**config.mk**
```make
export PLATFORM = sky130hd
export DESIGN_NAME = branch_recovery_ctrl
export DESIGN_NICKNAME = d
export VERILOG_FILES = /design/src/rtl/branch_recovery_ctrl.sv
export SDC_FILE = /design/constraint.sdc
export NUM_CORES = 1
export LEC_CHECK = 0
export BUFFER_PORTS_ARGS = -buffer_cell sky130_fd_sc_hd__buf_2
export CAP_MARGIN = 10
export CORE_MARGIN = 1
export CORE_UTILIZATION = 45
export CTS_CLUSTER_DIAMETER = 200
export DETAILED_ROUTE_END_ITERATION = 8
export PLACE_DENSITY_LB_ADDON = 0.12
export SETUP_SLACK_MARGIN = 0.2
export SYNTH_ARGS = -nofsm -noshare
export SYNTH_HDL_FRONTEND = slang
export SYNTH_SLANG_ARGS = --single-unit
```
**constraint.sdc**
```tcl
create_clock -name clk -period 2.5 [get_ports clk]
set_input_delay 0.125 -clock clk [delete_from_list [all_inputs] [get_ports clk]]
set_output_delay 0.125 -clock clk [all_outputs]
set_load 0.1 [all_outputs]
```
**src/rtl/branch_recovery_ctrl.sv**
```systemverilog
// -----------------------------------------------------------------------------
// branch_recovery_ctrl
//
// Sequences an external backup-PC FIFO for branch misprediction recovery.
// Each accepted predicted branch pushes its non-predicted path PC into the
// FIFO and its predicted direction into a local shadow queue that tracks the
// FIFO entry for entry. When execute resolves the oldest branch, the head is
// popped and compared. A mismatch causes a one-cycle RECOVER state. That
// state redirects fetch to the popped PC, flushes wrong-path work and clears
// the FIFO.
//
// Ports
//   clk            : clock, all state on posedge
//   clear          : synchronous active-high reset
//   br_issue       : fetch presents a predicted branch
//   pred_taken     : predicted direction of the issuing branch
//   br_resolve     : execute resolves the oldest outstanding branch
//   actual_taken   : true direction of the resolving branch
//   backup_pc      : FIFO output, holds the entry popped at the previous edge
//   fifo_enable    : FIFO write enable (follows fifo_push)
//   fifo_select    : FIFO input mux, 1 = target, 0 = fall-through
//   fifo_push      : FIFO push
//   fifo_pop       : FIFO pop
//   fifo_clear     : FIFO flush
//   stall          : fetch must hold and not issue a branch
//   redirect       : fetch must load redirect_pc
//   redirect_pc    : corrected PC, valid only while redirect=1
//   flush          : squash wrong-path instructions
//   mispredict_cnt : saturating count of mispredictions
//   underflow_err  : sticky, resolve seen with no outstanding branch
// -----------------------------------------------------------------------------
module branch_recovery_ctrl #(
    parameter int DEPTH = 4
) (
    input  logic        clk,
    input  logic        clear,
    input  logic        br_issue,
    input  logic        pred_taken,
    input  logic        br_resolve,
    input  logic        actual_taken,
    input  logic [10:0] backup_pc,
    output logic        fifo_enable,
    output logic        fifo_select,
    output logic        fifo_push,
    output logic        fifo_pop,
    output logic        fifo_clear,
    output logic        stall,
    output logic        redirect,
    output logic [10:0] redirect_pc,
    output logic        flush,
    output logic [7:0]  mispredict_cnt,
    output logic        underflow_err
);

    localparam int CNT_W = $clog2(DEPTH + 1);
    localparam logic [CNT_W-1:0] CNT_FULL = CNT_W'(DEPTH);
    localparam logic [CNT_W-1:0] CNT_ONE  = CNT_W'(1);

    typedef enum logic {
        ST_RUN     = 1'b0,
        ST_RECOVER = 1'b1
    } state_t;

    state_t            state_reg;
    state_t            state_next;
    logic [CNT_W-1:0]  count_reg;
    logic [CNT_W-1:0]  count_next;
    logic [DEPTH-1:0]  shadow_reg;      // bit 0 is the oldest branch
    logic [DEPTH-1:0]  shadow_next;
    logic [DEPTH-1:0]  shadow_shift;
    logic [CNT_W-1:0]  wr_slot;
    logic [7:0]        mcnt_reg;
    logic [7:0]        mcnt_next;
    logic              uflow_reg;
    logic              uflow_next;

    logic in_run;
    logic accept_issue;
    logic accept_resolve;
    logic mispredict;
    logic underflow_hit;

    // Clear masks every acceptance so no FIFO traffic escapes during reset.
    assign in_run         = ~clear & (state_reg == ST_RUN);
    assign accept_issue   = in_run & br_issue & (count_reg < CNT_FULL);
    assign accept_resolve = in_run & br_resolve & (count_reg != '0);
    assign mispredict     = accept_resolve & (actual_taken != shadow_reg[0]);
    assign underflow_hit  = in_run & br_resolve & (count_reg == '0);

    // ---------------------------------------------------------------------
    // FSM: state register
    // ---------------------------------------------------------------------
    always_ff @(posedge clk) begin
        if (clear) begin
            state_reg <= ST_RUN;
        end else begin
            state_reg <= state_next;
        end
    end

    // ---------------------------------------------------------------------
    // FSM: next state. RECOVER always lasts exactly one cycle.
    // ---------------------------------------------------------------------
    always_comb begin
        state_next = state_reg;
        case (state_reg)
            ST_RUN:     if (mispredict) state_next = ST_RECOVER;
            ST_RECOVER: state_next = ST_RUN;
            default:    state_next = ST_RUN;
        endcase
    end

    // ---------------------------------------------------------------------
    // FSM: outputs
    // ---------------------------------------------------------------------
    always_comb begin
        fifo_enable = 1'b0;
        fifo_select = 1'b0;
        fifo_push   = 1'b0;
        fifo_pop    = 1'b0;
        fifo_clear  = 1'b0;
        stall       = 1'b0;
        redirect    = 1'b0;
        redirect_pc = '0;
        flush       = 1'b0;
        if (clear) begin
            fifo_clear = 1'b1;
        end else if (state_reg == ST_RECOVER) begin
            redirect    = 1'b1;
            redirect_pc = backup_pc;
            flush       = 1'b1;
            fifo_clear  = 1'b1;
            stall       = 1'b1;
        end else begin
            fifo_push   = accept_issue;
            fifo_enable = accept_issue;
            // The FIFO keeps the path not predicted.
            fifo_select = accept_issue & ~pred_taken;
            fifo_pop    = accept_resolve;
            // A full FIFO stalls even while an entry pops this cycle.
            stall       = (count_reg == CNT_FULL);
        end
    end

    // ---------------------------------------------------------------------
    // Occupancy count
    // ---------------------------------------------------------------------
    always_comb begin
        count_next = count_reg;
        if (state_reg == ST_RECOVER) begin
            count_next = '0;
        end else if (accept_issue && !accept_resolve) begin
            count_next = count_reg + CNT_ONE;
        end else if (!accept_issue && accept_resolve) begin
            count_next = count_reg - CNT_ONE;
        end
    end

    // ---------------------------------------------------------------------
    // Shadow queue of predicted directions. It is a shift register with its
    // head at bit 0. A pop shifts down by one. A push lands just above the
    // surviving entries. With a simultaneous pop, that slot is count-1.
    // ---------------------------------------------------------------------
    assign shadow_shift = shadow_reg >> 1;
    assign wr_slot      = accept_resolve ? (count_reg - CNT_ONE) : count_reg;

    genvar gi;
    generate
        for (gi = 0; gi < DEPTH; gi++) begin : g_shadow
            assign shadow_next[gi] =
                (state_reg == ST_RECOVER)                    ? 1'b0 :
                (accept_issue && (wr_slot == CNT_W'(gi)))    ? pred_taken :
                accept_resolve                               ? shadow_shift[gi] :
                                                               shadow_reg[gi];
        end
    endgenerate

    // ---------------------------------------------------------------------
    // Statistics and error flag
    // ---------------------------------------------------------------------
    always_comb begin
        mcnt_next = mcnt_reg;
        if ((state_reg == ST_RECOVER) && (mcnt_reg != 8'hFF)) begin
            mcnt_next = mcnt_reg + 8'd1;
        end
        uflow_next = uflow_reg | underflow_hit;
    end

    always_ff @(posedge clk) begin
        if (clear) begin
            count_reg  <= '0;
            shadow_reg <= '0;
            mcnt_reg   <= '0;
            uflow_reg  <= 1'b0;
        end else begin
            count_reg  <= count_next;
            shadow_reg <= shadow_next;
            mcnt_reg   <= mcnt_next;
            uflow_reg  <= uflow_next;
        end
    end

    assign mispredict_cnt = mcnt_reg;
    assign underflow_err  = uflow_reg;

endmodule
```
## After elaboration in Yosys (flattened, before gate mapping)

Cells that the tools add are included.

| storage, ports and cells | value |
|---|---|
| logic and storage cells | 74 |
| memories kept | 0 |
| bits in writable memories | 0 |
| bits of input ports | 17 |
| output and inout bits | 28 |
| bits in read-only memories | 0 |
| bits in registers | 17 |
| latch bits | 0 |

| cells by class | value |
|---|---|
| bitwise operators | 12 |
| add/subtract/negate cells | 3 |
| shifts and indexed selects | 0 |
| reduce and logical (&&, ||, !) cells | 18 |
| order comparisons | 1 |
| multipliers | 0 |
| mux-type cells | 26 |
| equality and inequality tests | 6 |
| divide/modulo/power cells | 0 |

Operators with widths:

| operator | number |
|---|---|
| $mux 11 | 2 |
| $mux 1 | 20 |
| $reduce_bool 2->1 | 5 |
| $mux 3 | 3 |
| $add 8x1->8 const B | 1 |
| $and 1x1->1 | 8 |
| $ne 8x8->1 const B | 1 |
| $logic_and 1x1->1 | 7 |
| $eq 3x2->1 const B | 2 |
| $logic_not 3->1 | 2 |
| $add 3x1->3 const B | 1 |
| $eq 3x1->1 const B | 1 |
| $eq 3x3->1 const B | 1 |
| $lt 3x3->1 const B | 1 |
| $not 1->1 | 3 |
| $reduce_bool 3->1 | 1 |
| $sub 3x1->3 const B | 1 |
| $logic_not 1->1 | 2 |
| $pmux 1 s2 | 1 |
| $reduce_or 2->1 | 1 |
| $ne 1x1->1 | 1 |
| $or 1x1->1 | 1 |

## Logic depth before layout (Yosys ltp)

| logic depth | value |
|---|---|
| depth after elaboration | 8 |
| mapped depth | 10 |
| mapped depth without buffers | 9 |

## Worst setup path before layout

No wires, ideal clock.

| timing path | value |
|---|---|
| path type | register -> output |
| start point | register state_reg |
| end point | output redirect_pc[1] |
| cell stages (with the launch flop) | 5 |
| arrival time | 2.461 ns |
| data required time | 2.375 ns |
| slack | -0.086 ns |
| buffers on the path | 2 |
| cells stage by stage | dfxtp_1 > buf_6 > nor2b_1 > clkbuf_1 > and2_1 |

| between the ends | value |
|---|---|
| longest elaborated chain between the ends | 2 |

Ends and longest elaborated chain:

| item | RTL line | text |
|---|---|---|
| start, declared | 64 | `state_t state_reg;` |
| start signal, assigned | 97 | `state_reg <= state_next;` |
| $mux 11 | 128 | `end else if (state_reg == ST_RECOVER) begin` |
| $mux 11 | 126 | `if (clear) begin` |
| end, declared | 49 | `output logic [10:0] redirect_pc,` |

No other way between the ends.

## Worst setup path after layout

| timing path | value |
|---|---|
| start point | register count_reg[1] |
| end point | register count_reg[2] |

| between the ends | value |
|---|---|
| longest elaborated chain between the ends | 5 |
| elaborated cells on any way between the ends | 13 |
| those cells by class | add/sub (2); order compare (1); mux (2); bitwise (2); reduce/logical (6) |

Ends and longest elaborated chain:

| item | RTL line | text |
|---|---|---|
| start, declared | 66 | `logic [CNT_W-1:0] count_reg;` |
| start signal, assigned | 196 | `count_reg <= count_next;` |
| $lt 3x3->1 or $reduce_bool 3->1 (tied branches) | 85, 86 |  |
| $and 1x1->1, on equally long branches | 85, 86 |  |
| $logic_not 1->1, on equally long branches | 154, 152 |  |
| $logic_and 1x1->1, on equally long branches | 154, 152 |  |
| $reduce_bool 2->1 (no source line) or $mux 3 (tied branches) | -- |  |

Several ways; a longest one is shown, not always the timed one. The select of a mux whose other input is x is not followed.
A chain may end at the register's enable or synchronous reset.

==> run_results.csv <==
group,metric,value,unit
timing,finalHoldViolCount,0,
setup_path,required,2.73,ns
drt,routed_wl,2490,um
pwr,powerDensity,914,nW/um2
clock_tree,cts_sinks,17,
clock_tree,cts_tree,"yes",
pwr,p_clk_share,11.6,%
placement,placed_cell_area,1340,um2
finish,layoutNonFillerInstCount,205,
finish,drive_above_1_share,32.8,%
pwr,p_comb_share,59.3,%
yosys,synth_top_cell_by_area,"dfxtp_1",
yosys,ys_seq_area_share,30.4,%
timing,rsz0062_at_grt,"false",
timing,fin_crit,2.08,ns
yosys,synth_warnings,0,
yosys,synthesis.area,1120,um2
timing,skew,0.000570,ns
yosys,synth.area.top_cells,"dfxtp_1, and2_1, ha_1",
drt,viasPerCell,5.33,
yosys,synth_nets,158,
clock_tree,cts_buffers,3,
timing,tightest_slew,0.640,ns
pwr,p_total,1.25,mW
setup_path,end_kind,"flop",
drt,drtPass1Iterations,4,
timing,tns,0,ns
timing,final_max_slew_viol_count,0,
drt,drcViolationCount,0,
clock_tree,cts.root.buffer_cell,"clkbuf_4",
placement,place_hpwl,1970,um
flow_run,cap_violations,0,
finish,register_area,342,um2
yosys,synth_top_area_share,30.4,%
finish,largest_reg_flops,8,
drt,ant_nets,0,
placement,gp_congestion,0.788,
finish,design_area,1370,um2
setup_path,startpoint_type,"flop",
timing,period_share,83.3,%
floorplanning,initial_utilization,49.1,%
floorplanning,die_area,2690,um2
clock_tree,clk-insertion-delay-late,0.29,ns
yosys,avgSynthCellArea,8.22,um2
yosys,synthTopCellsByCount,"dfxtp_1, and2_1, nor2_1",
finish,fillers,206,
floorplanning,die_h,51.9,um
setup_path,crit_type,"reg2reg",
yosys,synth.most_common_cell,"dfxtp_1",
setup_path,critPathMaxFanout,6,
clock_tree,clk_pin_slew,0.09,ns
yosys,synthArstFlopShare,0,%
timing,setup_viol_count_final,0,
grt,grt_overflow,0,
floorplanning,core_area,2280,um2
finish,syn_to_final_growth,22.3,%
yosys,syn_inst,136,
yosys,synth_enable_flop_cells,0,
finish,nets,200,
finish,multi_input_area,701,um2
pwr,seq_power_share,29.1,%
worst_hold_path,hp-class,"in2reg",
pwr,sw_frac_of_total,54.0,%
drt,post_drt_wl_per_cell,12.2,um
clock_tree,cts_setup_buffers,0,
pwr,p_leak,0.662,nW
placement,port_buffers,44,
clock_tree,clock_tree.buffer_depth,2,
clock_tree,htreeDepth,1,
grt,antenna_found_initial,0,
floorplanning,num_io_pins,45,
floorplanning,rows,17,
timing,fmax,0.480,GHz
grt,grt_max_degree,14,
grt,grt_pass1_vias,891,
drt,drtIter0Drc,18,
run_status,status,"finished, final reports clean",
yosys,yosys.cell_types.count,38,
drt,via_count,1093,
pwr,ir_drop,0.565,mV
timing,relSlewSlack,57.1,%
timing,timing.final.ws_setup,0.418,ns
pwr,p_switching,0.675,mW
yosys,synth-seq-cells,17,
floorplanning,die_w,51.9,um
grt,grt_usage,19.7,%
grt,grt_pass1_wl,3930,um
pwr,internal-power,0.575,mW
placement,dp_cells,201,
finish,n_antenna_cell,0,
setup_path,worst_ep_arrival_time,2.31,ns
yosys,yosys_most_used_dff,"dfxtp_1",
placement,dp_worst_setup_slack,0.327,ns
==> worst paths after layout <==
path / endpoint / slack (ns) / cells after the start / startpoint
hold / removal: state_reg$_SDFF_PP0_ / 0.11 / 3 / actual_taken
setup / recovery: count_reg[2]$_SDFFE_PP0P_ / 0.42 / 7 / count_reg[1]$_SDFFE_PP0P_
setup reg to reg: count_reg[2]$_SDFFE_PP0P_ / 0.42 / 7 / count_reg[1]$_SDFFE_PP0P_
hold reg to reg: underflow_err$_SDFF_PP0_ / 0.49 / 2 / underflow_err$_SDFF_PP0_
==> cell families (layout without fill, tap and decap cells) <==
kind of cell,count (synthesis),in the layout,share of synthesized area (%)
mux,6,6,6.26
flops,17,17,30.4
buf+inv,17,58,7.16
xor+xnor,5,5,3.91
fa+ha+maj,5,5,5.59
compound gates,29,29,17.9
simple gates,57,57,28.7
==> power by group through the flow <==
| stage | clock network, mW | logic, mW | registers [mW] |
|---|---|---|---|
| after floorplan | 0 | 0.586 | 0.402 |
| after global placement | 0 | 0.726 | 0.364 |
| after detailed placement | 0 | 0.740 | 0.369 |
| after CTS | 0.152 | 0.745 | 0.362 |
| after global routing | 0.165 | 0.795 | 0.371 |
| final | 0.145 | 0.741 | 0.363 |
==> critical path, stage by stage (launching register included) <==
cell      delay [ns]
dfxtp_1         0.42
inv_1           0.12
ha_1            0.25
nand2b_1        0.20
nand3_1         0.14
ha_1            0.36
or3_1           0.39
a21oi_1         0.13
==> placed cells by master, fill, tap and decap left out, drive strengths merged, types with 5 or more instances in the layout <==
| cell | synthesis | routed |
|---|---|---|
| dfxtp | 17 | 17 |
| nor2 | 14 | 14 |
| a21oi | 10 | 10 |
| and2 | 14 | 14 |
| inv | 9 | 9 |
| buf | 4 | 45 |
| nand3 | 5 | 5 |
| o31ai | 5 | 5 |
| ha | 5 | 5 |
| o21ai | 6 | 6 |
==> timing repair <==
item                                    in CTS  in global routing
resized for setup                            1                  1
hold buffers                                 0                  0
endpoints found under the setup margin       1                  2
==> metal layers <==
metal	vias to the layer above	track usage, %	share of wire, %
met5	-	0	0
met4	0	5.41	0.56
met3	2	5.56	7.9
met2	46	32.3	45
met1	481	25.0	47
li1	564	-	-
==> metrics by stage <==
step                      util [%]  hold WS, ns
after floorplan                  -        0.262
after global placement        58.8        0.424
after detailed placement      58.8        0.422
after CTS                     60.0        0.115
after global routing          60.1        0.137
final                         60.1        0.114
==> final cells by class <==
| class | count | area share [%] |
|---|---|---|
| inverter | 9 | 2.47 |
| timing repair buffer | 45 | 16.8 |
| multi-input combinational | 102 | 51.2 |
| tap | 28 | 2.56 |
| sequential | 17 | 25.0 |
| clock buffer | 4 | 1.92 |
(Power assumes the default switching activity.)
